`src/rtl/bcd_display_scanner.sv`:
```
// Four-digit multiplexed 7-segment scanner: shadow-registered BCD digits,
// prescaled digit rotation, frame pulse, leading-zero blanking and a sticky
// invalid-BCD error flag.
module bcd_display_scanner #(
  parameter int unsigned SCAN_DIV = 4
) (
  input  logic        clk,
  input  logic        reset,
  input  logic [15:0] digits,
  input  logic        load,
  input  logic        blank_lz,
  input  logic        clear_err,
  output logic [6:0]  seg,
  output logic [3:0]  an,
  output logic [1:0]  digit_idx,
  output logic        frame,
  output logic        err
);

  localparam int unsigned PW = (SCAN_DIV > 1) ? $clog2(SCAN_DIV) : 1;
  localparam logic [PW-1:0] PS_LAST = PW'(SCAN_DIV - 1);

  logic [PW-1:0] prescaler_q, prescaler_d;
  logic [1:0]    idx_q, idx_d;
  logic          frame_q, frame_d;
  logic [15:0]   shadow_q, shadow_d;
  logic          err_q, err_d;

  logic [3:0]    nib_bad;
  logic [3:1]    nib_zero;
  logic [3:1]    upper_zero;
  logic [3:0]    cur_nib;
  logic          blank_cur;
  logic          step_last;

  // Per-nibble classification of incoming digits and of the shadow copy.
  for (genvar gi = 0; gi < 4; gi++) begin : g_bad
    assign nib_bad[gi] = (digits[gi*4 +: 4] > 4'd9);
  end

  for (genvar gi = 1; gi < 4; gi++) begin : g_zero
    assign nib_zero[gi] = (shadow_q[gi*4 +: 4] == 4'd0);
  end

  // upper_zero[i]: nibbles i..3 of the shadow are all zero.
  assign upper_zero[3] = nib_zero[3];
  for (genvar gi = 1; gi < 3; gi++) begin : g_upper
    assign upper_zero[gi] = nib_zero[gi] & upper_zero[gi+1];
  end

  function automatic logic [6:0] bcd_to_seg(input logic [3:0] v);
    logic [6:0] s;
    case (v)
      4'd0:    s = 7'b1111110;
      4'd1:    s = 7'b0110000;
      4'd2:    s = 7'b1101101;
      4'd3:    s = 7'b1111001;
      4'd4:    s = 7'b0110011;
      4'd5:    s = 7'b1011011;
      4'd6:    s = 7'b1011111;
      4'd7:    s = 7'b1110000;
      4'd8:    s = 7'b1111111;
      4'd9:    s = 7'b1111011;
      default: s = 7'b0000000;
    endcase
    return s;
  endfunction

  assign step_last = (prescaler_q == PS_LAST);

  always_comb begin
    prescaler_d = prescaler_q;
    idx_d       = idx_q;
    frame_d     = 1'b0;
    shadow_d    = shadow_q;
    err_d       = err_q;

    if (step_last) begin
      prescaler_d = '0;
      idx_d       = idx_q + 2'd1;
      frame_d     = (idx_q == 2'd3);
    end else begin
      prescaler_d = prescaler_q + PW'(1);
    end

    if (load) begin
      shadow_d = digits;
    end

    // A set on the same edge as a clear takes priority.
    if (load && (|nib_bad)) begin
      err_d = 1'b1;
    end else if (clear_err) begin
      err_d = 1'b0;
    end
  end

  always_ff @(posedge clk or posedge reset) begin
    if (reset) begin
      prescaler_q <= '0;
      idx_q       <= 2'd0;
      frame_q     <= 1'b0;
      shadow_q    <= 16'h0000;
      err_q       <= 1'b0;
    end else begin
      prescaler_q <= prescaler_d;
      idx_q       <= idx_d;
      frame_q     <= frame_d;
      shadow_q    <= shadow_d;
      err_q       <= err_d;
    end
  end

  always_comb begin
    cur_nib   = shadow_q[idx_q*4 +: 4];
    blank_cur = 1'b0;
    if (blank_lz && (idx_q != 2'd0)) begin
      blank_cur = upper_zero[idx_q];
    end
  end

  assign seg       = blank_cur ? 7'b0000000 : bcd_to_seg(cur_nib);
  assign an        = 4'b0001 << idx_q;
  assign digit_idx = idx_q;
  assign frame     = frame_q;
  assign err       = err_q;

endmodule
```
`config.mk`:
```
export PLATFORM = sky130hd
export DESIGN_NAME = bcd_display_scanner
export DESIGN_NICKNAME = d
export VERILOG_FILES = /design/src/rtl/bcd_display_scanner.sv
export SDC_FILE = /design/constraint.sdc
export NUM_CORES = 1
export LEC_CHECK = 0
export CAP_MARGIN = 20
export CELL_PAD_IN_SITES_DETAIL_PLACEMENT = 0
export CELL_PAD_IN_SITES_GLOBAL_PLACEMENT = 1
export CORE_MARGIN = 10
export CORE_UTILIZATION = 33
export DETAILED_ROUTE_END_ITERATION = 10
export GPL_TIMING_DRIVEN = 0
export HOLD_SLACK_MARGIN = 0.1
export PLACE_DENSITY = 0.73
export SETUP_SLACK_MARGIN = 0.4
export SYNTH_ARGS = -nofsm -noshare
export SYNTH_HDL_FRONTEND = slang
export SYNTH_SLANG_ARGS = --single-unit
```
`constraint.sdc`:
```
create_clock -name clk -period 2.4 [get_ports clk]
set_input_delay 0.24 -clock clk [delete_from_list [all_inputs] [get_ports clk]]
set_output_delay 0.24 -clock clk [all_outputs]
set_load 0.02 [all_outputs]
```
# [Yosys cells after proc, flatten, opt, wreduce, memory -nomap -nowiden]
# Memory sizes are Yosys's and may differ from the RTL's.
# Cells that the tools add are included.
[op_classes] addsub=2 mux=8 reduce_logical=8 order_cmp=5 n_eq_ne=2 shift=2 bitwise=2
[op_table] op="4-bit greater-than comparator (second input constant)" count=4
[op_table] op="16-bit by 5-bit variable part select with 4-bit output" count=1
[op_table] op="4-bit zero test" count=3
[op_table] op="7-bit 2-to-1 mux" count=1
[op_table] op="1-bit 2-to-1 mux" count=5
[op_table] op="2-bit by 1-bit adder with 2-bit output (second input constant)" count=2
[op_table] op="2-bit equality test (second input constant)" count=2
[op_table] op="2-bit nonzero test" count=2
[op_table] op="4-bit OR reduction" count=1
[op_table] op="1-bit by 2-bit left shift with 4-bit output (first input constant)" count=1
[op_table] op="2-bit by 3-bit < comparator with 1-bit output (second input constant)" count=1
[op_table] op="1-bit bitwise AND" count=2
[op_table] op="1-bit binary-select mux with 2-bit select" count=1
[op_table] op="1-bit logical AND" count=2
[op_table] op="2-bit 2-to-1 mux" count=1
[word_totals] ff_bits=22 output_inout_bits=15 in_bits=21 memories=1 rom_bits=112
[memory_table] name="(name not given)" words=16 word_bits=7 read_ports=1 rd_clocked_by_memory_dff=0 wr=0 line_no="53" rtl="case (v)"

# [Longest topological paths before layout]
# Gate-level depths: netlist of the first run.
[logic_depth] word_depth=7 ltp_mapped=8 depth_no_buf=7

# [Least setup slack after synthesis of the first run]
# No wires, ideal clock.
[synth_path] path_kind="reg2out" from="register idx_q[1] (netlist: digit_idx[1])" to="output seg[4]" path_buffers=1 required_time_ps=2160 arrival_time_ps=2364 setup_slack_ps=-204 stages_incl_launch_ff=8 path_cell_list="dfrtp_1 clkbuf_1 inv_1 ha_1 or4b_1 a2111o_1 o21ai_2 nor2_1"
[synth_via] elab_chain_cells=4 word_cells_on_any_way=8
[synth_rtl] item="from (decl)" line_no="24" rtl="logic [1:0] idx_q, idx_d;"
[synth_rtl] item="from (signal assigned)" line_no="107" rtl="idx_q <= idx_d;"
[synth_rtl] item="branches (longest 3 deep; another with memory 16 x 7 bit)"
[synth_rtl] item="7-bit 2-to-1 mux *" line_no="122" rtl="assign seg = blank_cur ? 7'b0000000 : bcd_to_seg(cur_nib);"
[synth_rtl] item="to (decl)" line_no="13" rtl="output logic [6:0] seg,"
# Every way passes the cells marked *. The select of a mux whose other input is x is not followed.

# [Worst setup path in the final report of the first run]
[layout_path] from="register idx_q[0] (netlist: digit_idx[0])" to="output seg[6]"
# Same word-level chain as after synthesis.

==> metrics.txt, run 1 <==
# TYPE chip_impl_metric gauge
chip_impl_metric{name="worstPathMaxFanout",unit=""} 4
chip_impl_metric{name="tightest_slew",unit="ns"} 0.823
chip_impl_metric{name="final_design_area_no_fill",unit="mm²"} 0.00200
chip_impl_metric{name="drtAntennaViolNets",unit=""} 0
chip_impl_info{name="worst_hold_path_type",value="input port to asynchronous set/reset pin"} 1
chip_impl_metric{name="fmax",unit="GHz"} 0.387
chip_impl_metric{name="clock_sinks",unit=""} 22
chip_impl_metric{name="timing.critical_path.required",unit="ns"} 2.16
chip_impl_metric{name="max_slew_margin",unit="%"} 45.1
chip_impl_metric{name="setup_ws",unit="ns"} -0.187
chip_impl_metric{name="gp_congestion",unit=""} 0.750
chip_impl_metric{name="area_grow_syn2layout",unit="%"} 56.1
chip_impl_metric{name="ys_seq_elements",unit=""} 22
chip_impl_metric{name="worstSkewPairLatency",unit="ns"} 0.26
chip_impl_metric{name="setup_viol_count_final",unit=""} 6
chip_impl_metric{name="report.power.total",unit="µW"} 983
chip_impl_metric{name="number_of_warnings_reported_in_the_yosys_synthesis_log",unit=""} 0
chip_impl_metric{name="nets",unit=""} 193
chip_impl_metric{name="netlist_instances",unit=""} 107
chip_impl_info{name="crit_end",value="seg[6]"} 1
chip_impl_metric{name="initial_utilization",unit="%"} 34.5
chip_impl_info{name="layout.cells.most_common_list",value="clkdlybuf4s50_1, dfrtp_1, mux2_2"} 1
chip_impl_metric{name="io_buffer_count",unit=""} 34
chip_impl_info{name="layout_commonest_cell",value="clkdlybuf4s50_1"} 1
chip_impl_info{name="critical_path_class",value="register to output pin"} 1
chip_impl_info{name="unrepaired_setup_endpoints_after_global_routing",value="true"} 1
chip_impl_info{name="cp-end-kind",value="output pin"} 1
chip_impl_metric{name="synth_area_per_cell",unit="µm²"} 12.0
chip_impl_metric{name="synth.net_count",unit=""} 138
chip_impl_metric{name="timing.max_cap.violations",unit=""} 0
chip_impl_metric{name="io_pins",unit=""} 36
chip_impl_info{name="run_status",value="complete, but fails checks"} 1
chip_impl_metric{name="die-width",unit="µm"} 82.3
chip_impl_metric{name="floorplan.rows",unit=""} 22
chip_impl_metric{name="grt_util_all_layers",unit="%"} 9.62
chip_impl_metric{name="vias",unit=""} 1005
chip_impl_metric{name="avgViaCountPerCell",unit=""} 4.81
chip_impl_metric{name="power_density",unit="mW/mm²"} 492
chip_impl_metric{name="wirelength",unit="µm"} 3120
chip_impl_metric{name="detail_route.iter0.violations",unit=""} 14
chip_impl_info{name="cts_tree",value="done"} 1
chip_impl_metric{name="cts.reportedPaths.clkPinSlew",unit="ns"} 0.08
chip_impl_info{name="startpoint_type",value="register"} 1
chip_impl_metric{name="setup_tns",unit="ns"} -0.959
chip_impl_metric{name="place_hpwl",unit="µm"} 2420
chip_impl_metric{name="ctsHoldBuffers",unit=""} 0
chip_impl_info{name="reg2reg_from",value="digit_idx[0]"} 1
chip_impl_metric{name="r2r_cell_count",unit=""} 4
chip_impl_metric{name="total_core_area",unit="mm²"} 0.00372
chip_impl_metric{name="clock_skew",unit="ns"} 0.000299
chip_impl_metric{name="ys_seq_area_share",unit="%"} 43.0
chip_impl_metric{name="fraction_of_final_layout_cells_with_drive_strength_greater_than_1",unit="%"} 44.7
chip_impl_info{name="timing.critical_path.from",value="digit_idx[0]"} 1
chip_impl_metric{name="power.leakage",unit="nW"} 0.837
chip_impl_metric{name="power.ir.vdd_worst",unit="mV"} 0.294
chip_impl_metric{name="hold_viol",unit=""} 0
chip_impl_metric{name="ys_types",unit=""} 29
chip_impl_metric{name="antenna-diode-count",unit=""} 0
chip_impl_metric{name="regToRegSetupSlack",unit="ns"} 1.30
chip_impl_metric{name="ctsLongestPathBuffers",unit=""} 2
chip_impl_metric{name="grt_max_degree",unit=""} 23
chip_impl_metric{name="post_dp_area",unit="mm²"} 0.00175
chip_impl_metric{name="antenna_violations_before_repair",unit=""} 0
chip_impl_metric{name="post-route-min-period",unit="ns"} 2.59
chip_impl_metric{name="grt_remaining_overflow",unit=""} 0
chip_impl_metric{name="via_count_of_the_first_global_routing_pass",unit=""} 1098
chip_impl_metric{name="numCtsBuffers",unit=""} 3
chip_impl_metric{name="synth.cell_area",unit="mm²"} 0.00128
chip_impl_info{name="ctsRootBufferMaster",value="clkbuf_8"} 1
chip_impl_info{name="r2r_end",value="digit_idx[0]"} 1
chip_impl_metric{name="die-height",unit="µm"} 82.3
chip_impl_metric{name="drt_drc_violations_left",unit=""} 0
chip_impl_metric{name="period_utilisation_layout",unit="%"} 108
chip_impl_metric{name="dieArea",unit="mm²"} 0.00677
chip_impl_metric{name="cts.htree.levels",unit=""} 1
chip_impl_metric{name="finalHoldWorstSlack",unit="ns"} 0.431
chip_impl_metric{name="finalMaxSlewViolations",unit=""} 0
chip_impl_metric{name="grt_pass1_wl",unit="µm"} 5150
chip_impl_metric{name="detail_route.wl_per_cell",unit="µm"} 14.9
chip_impl_metric{name="drt_first_pass_iters",unit=""} 2
chip_impl_info{name="violations",value="negative setup slack"} 1
chip_impl_metric{name="crit_arrival",unit="ns"} 2.35
## cell type report
type	instances	area [µm²]
well taps	48	60.1
clock buffers	4	55.1
plain buffers	5	48.8
fillers	333	1720
inverters	9	41.3
repair buffers	50	488
flip-flops and latches	22	553
multi-input cells	71	753
## worst min path at each step
| stage | startpoint | cells past startpoint | to | slack, ns |
|---|---|---|---|---|
| floorplan | reset | 1 | err | 0.23 |
| global placement | prescaler_q[0] | 1 | prescaler_q[0] | 0.41 |
| detailed placement | prescaler_q[0] | 1 | prescaler_q[0] | 0.42 |
| CTS | prescaler_q[0] | 1 | prescaler_q[0] | 0.43 |
| global route | prescaler_q[0] | 1 | prescaler_q[0] | 0.46 |
| finish | reset | 2 | prescaler_q[1] | 0.43 |
## sequential cells by signal, indices dropped and copies added (netlist names)
register / count
err: 1
digit_idx: 2
shadow_q: 16
prescaler_q: 2
frame: 1
## report_power, final
part           internal [mW]  switching [mW]
clock network          0.146           0.115
registers              0.399          0.0234
logic                  0.165           0.135
## Yosys cell counts
cell type  number  share of area [%]
nor2_1          5                1.5
a22oi_1         1               0.59
a21oi_1         4                1.6
or4b_1          1               0.78
a2111o_1        1               0.88
buf_1           1               0.29
nand2_1         4                1.2
dfrtp_1        22                 43
mux4_2          3                5.3
o21ai_1         1               0.39
mux4_1          1                2.1
mux2_2         16                 14
clkbuf_1        2               0.59
xor2_1          1               0.68
mux2_4          1                1.2
nor3_1          2               0.78
inv_1           9                2.6
a21boi_0        1               0.59
mux2i_1         5                3.9
nor2b_1         1               0.49
ha_1           10                9.8
nand4_1         1               0.49
and2_1          1               0.49
buf_6           2                1.8
a31oi_1         1               0.49
or4_1           1               0.59
o21ai_0         7                2.7
a21oi_2         1               0.68
o21ai_2         1               0.68
## per-stage QoR
| stage | utilization (%) | instances | setup WS, ns |
|---|---|---|---|
| floorplan | - | 107 | 0.163 |
| detailed placement | 47.1 | 189 | -0.342 |
| CTS | 52.3 | 207 | -0.205 |
| global placement | 47.1 | 189 | -0.297 |
| global route | 53.8 | 209 | -0.292 |
| finish | 53.8 | 209 | -0.187 |
## critical path: stages, from the launching register on
cell	delay, ns
dfrtp_2	0.38
buf_8	0.12
inv_6	0.03
ha_4	0.14
or4b_4	0.46
a2111o_1	0.37
o21ai_4	0.27
buf_6	0.13
a21oi_2	0.02
buf_4	0.16
## layer usage
layer  vias to the layer above  wire (µm)  global-route usage, %
li1                        488          -                      -
met1                       488       1300                   11.3
met2                        24       1600                   16.6
met3                         5        180                   2.70
met4                         0         34                   3.06
met5                         -          0                      0
## repair_timing
action                                  4_1_cts  5_1_grt
endpoints found under the setup margin        7        7
pin swaps                                     5        3
resized for setup                            50       11
cloned                                        0        0
endpoints found under the hold margin         0        0
setup buffers                                14        2
## cell families after synthesis
family / share of synthesized area [%]
AO/OA/AOI/OAI: 8.59
XOR/XNOR: 0.684
adder cells (fa/ha/maj): 9.77
buffers and inverters: 5.27
flip-flops: 43.0
multiplexers: 26.5
AND/OR/NAND/NOR: 6.25
Note: power is estimated with default switching activity, not from simulation.
==> run 2: changes to the inputs <==
--- a/config.mk
+++ b/config.mk
@@ -15,6 +15,7 @@
 export HOLD_SLACK_MARGIN = 0.1
 export PLACE_DENSITY = 0.73
 export SETUP_SLACK_MARGIN = 0.4
+export SLEW_MARGIN = 20
 export SYNTH_ARGS = -nofsm -noshare
 export SYNTH_HDL_FRONTEND = slang
 export SYNTH_SLANG_ARGS = --single-unit
==> results of run 2 <==
The final DEF is identical to that of run 1; final timing and power are the same.
==> run 3: changes to the inputs <==
--- a/config.mk
+++ b/config.mk
@@ -8,7 +8,6 @@
 export CAP_MARGIN = 20
 export CELL_PAD_IN_SITES_DETAIL_PLACEMENT = 0
 export CELL_PAD_IN_SITES_GLOBAL_PLACEMENT = 1
-export CORE_MARGIN = 10
 export CORE_UTILIZATION = 33
 export DETAILED_ROUTE_END_ITERATION = 10
 export GPL_TIMING_DRIVEN = 0
==> run 3 against run 2 <==
  * The run still ends with negative setup slack left
  * Largest power group unchanged
  * Highest routed layer is now met3
  * Critical path type unchanged
  * Worst setup slack improved by 0.023 ns
  * Largest cell class unchanged
  * Combinational power barely moved
  * Fmax up 0.91%
==> metrics.txt, run 3 (synthesis results as in run 1) <==
# TYPE chip_impl_metric gauge
chip_impl_metric{name="place_hpwl",unit="µm"} 2110
chip_impl_metric{name="power.ir.vdd_worst",unit="mV"} 0.282
chip_impl_info{name="layout.cells.most_common_list",value="clkdlybuf4s50_1, dfrtp_1, mux2_2"} 1
chip_impl_metric{name="hold_path_depth",unit=""} 1
chip_impl_info{name="violations",value="negative setup slack"} 1
chip_impl_metric{name="area_grow_syn2layout",unit="%"} 58.3
chip_impl_metric{name="ctsLongestPathBuffers",unit=""} 2
chip_impl_metric{name="power.leakage",unit="nW"} 0.852
chip_impl_metric{name="ctsHoldBuffers",unit=""} 0
chip_impl_metric{name="count_of_fill_cells_added_during_filler_insertion",unit=""} 340
chip_impl_metric{name="drt_first_pass_iters",unit=""} 4
chip_impl_metric{name="antenna_violations_before_repair",unit=""} 0
chip_impl_metric{name="total_core_area",unit="mm²"} 0.00369
chip_impl_metric{name="detail_route.wl_per_cell",unit="µm"} 13.3
chip_impl_metric{name="crit_arrival",unit="ns"} 2.32
chip_impl_metric{name="tightest_slew",unit="ns"} 0.817
chip_impl_metric{name="gp_congestion",unit=""} 0.732
chip_impl_metric{name="cts.reportedPaths.clkPinSlew",unit="ns"} 0.07
chip_impl_info{name="worst_hold_path_type",value="register to register"} 1
chip_impl_metric{name="avgViaCountPerCell",unit=""} 4.77
chip_impl_metric{name="vias",unit=""} 1011
chip_impl_metric{name="largest_register_ff_count",unit=""} 16
chip_impl_metric{name="detail_route.iter0.violations",unit=""} 35
chip_impl_info{name="unrepaired_setup_endpoints_after_global_routing",value="true"} 1
chip_impl_metric{name="drt_drc_violations_left",unit=""} 0
chip_impl_metric{name="grt_max_degree",unit=""} 23
chip_impl_metric{name="r2r_cell_count",unit=""} 5
chip_impl_metric{name="finalMaxSlewViolations",unit=""} 0
chip_impl_metric{name="io_buffer_count",unit=""} 34
chip_impl_info{name="cp-end-kind",value="output pin"} 1
chip_impl_metric{name="worstSkewPairLatency",unit="ns"} 0.26
chip_impl_metric{name="clock_sinks",unit=""} 22
chip_impl_metric{name="wirelength",unit="µm"} 2820
chip_impl_metric{name="floorplan.rows",unit=""} 22
chip_impl_metric{name="antenna-diode-count",unit=""} 0
chip_impl_metric{name="io_pins",unit=""} 36
chip_impl_metric{name="grt_remaining_overflow",unit=""} 0
chip_impl_info{name="holdCritStartpoint",value="prescaler_q[0]"} 1
chip_impl_metric{name="fraction_of_final_layout_cells_with_drive_strength_greater_than_1",unit="%"} 46.3
chip_impl_metric{name="setup_ws",unit="ns"} -0.164
chip_impl_metric{name="numCtsBuffers",unit=""} 3
chip_impl_metric{name="fmax",unit="GHz"} 0.390
chip_impl_info{name="run_status",value="complete, but fails checks"} 1
chip_impl_metric{name="final_design_area_no_fill",unit="mm²"} 0.00203
chip_impl_metric{name="via_count_of_the_first_global_routing_pass",unit=""} 1039
chip_impl_info{name="ctsRootBufferMaster",value="clkbuf_8"} 1
chip_impl_metric{name="timing.max_cap.violations",unit=""} 0
chip_impl_metric{name="clock_skew",unit="ns"} 0.000702
chip_impl_info{name="reg2reg_from",value="digit_idx[0]"} 1
chip_impl_metric{name="setup_viol_count_final",unit=""} 7
chip_impl_info{name="regMostFlops",value="shadow_q"} 1
chip_impl_metric{name="drtAntennaViolNets",unit=""} 0
chip_impl_metric{name="grt_util_all_layers",unit="%"} 15.2
chip_impl_metric{name="dieArea",unit="mm²"} 0.00414
chip_impl_metric{name="power_density",unit="mW/mm²"} 485
chip_impl_metric{name="die-height",unit="µm"} 64.3
chip_impl_info{name="startpoint_type",value="register"} 1
chip_impl_info{name="cts_tree",value="done"} 1
chip_impl_metric{name="period_utilisation_layout",unit="%"} 107
chip_impl_metric{name="worstPathMaxFanout",unit=""} 5
chip_impl_metric{name="cts.htree.levels",unit=""} 1
chip_impl_metric{name="post_dp_area",unit="mm²"} 0.00175
chip_impl_metric{name="hold_viol",unit=""} 0
chip_impl_metric{name="timing.critical_path.required",unit="ns"} 2.16
chip_impl_metric{name="grt_pass1_wl",unit="µm"} 4820
chip_impl_metric{name="nets",unit=""} 196
chip_impl_metric{name="max_slew_margin",unit="%"} 45.5
chip_impl_info{name="layout_commonest_cell",value="clkdlybuf4s50_1"} 1
chip_impl_metric{name="die-width",unit="µm"} 64.3
chip_impl_metric{name="pre_cts_ws",unit="ns"} -0.311
chip_impl_metric{name="initial_utilization",unit="%"} 34.7
chip_impl_metric{name="post-route-min-period",unit="ns"} 2.56
chip_impl_info{name="timing.critical_path.from",value="digit_idx[0]"} 1
chip_impl_info{name="critical_path_class",value="register to output pin"} 1
-- run 3: cell types whose count changed in the layout (fill, tap and decap cells not counted), sizes merged --
cell / delta
buf: +3
-- run 3: cell type report --
type                            count  area [µm²]  area share [%]
Tap cell                           48        60.1            2.96
Clock buffer                        4        55.1            2.71
Multi-Input combinational cell     71         766            37.8
Buffer                              5        48.8            2.41
Timing Repair Buffer               53         507            25.0
Sequential cell                    22         553            27.3
Inverter                            9        38.8            1.91
-- run 3: worst paths after layout --
path | slack [ns] | end
worst max-delay path | -0.16 | seg[1]
worst min-delay path | 0.42 | prescaler_q[0]
worst max register to register | 1.38 | digit_idx[1]
worst min register to register | 0.42 | prescaler_q[0]
max in group asynchronous | 1.40 | digit_idx[0]
min in group asynchronous | 0.44 | shadow_q[8]
-- run 3: metal layers --
metal | track usage (%) | part of all wire (%)
met1 | 20.1 | 46
met2 | 25.4 | 51
met3 | 2.50 | 3.3
met4 | 4.17 | 0
met5 | 0 | 0
-- run 3: power breakdown --
part | switching (mW) | total (mW) | leakage, nW | internal, mW
logic | 0.134 | 0.299 | 0.562 | 0.165
registers | 0.0235 | 0.423 | 0.261 | 0.399
clock network | 0.117 | 0.263 | 0.0288 | 0.146
total | 0.274 | 0.984 | 0.852 | 0.710
-- run 3: critical path, cell delays in order, from the launching register on --
cell,delay (ns)
dfrtp_2,0.38
buf_8,0.12
inv_4,0.04
ha_4,0.14
or4b_1,0.46
a2111o_1,0.37
o21ai_4,0.24
buf_4,0.16
a21oi_4,0.03
buf_6,0.13
-- run 3: what timing repair did --
action,4_1_cts,5_1_grt
setup buffers,14,5
pin swaps,3,6
setup endpoints to repair,7,7
gates resized for setup,40,22
-- run 3: metrics by stage --
| step | TNS, ns | hold WS [ns] | std cells | total power, mW | util [%] |
|---|---|---|---|---|---|
| after floorplan | 0 | 0.229 | 107 | 0.577 | - |
| after global placement | -1.76 | 0.414 | 189 | 0.675 | 47.5 |
| after detailed placement | -2.01 | 0.420 | 189 | 0.682 | 47.5 |
| after CTS | -1.07 | 0.431 | 207 | 0.953 | 51.8 |
| after global routing | -1.64 | 0.476 | 212 | 1.04 | 55.0 |
| final | -0.963 | 0.425 | 212 | 0.984 | 55.0 |
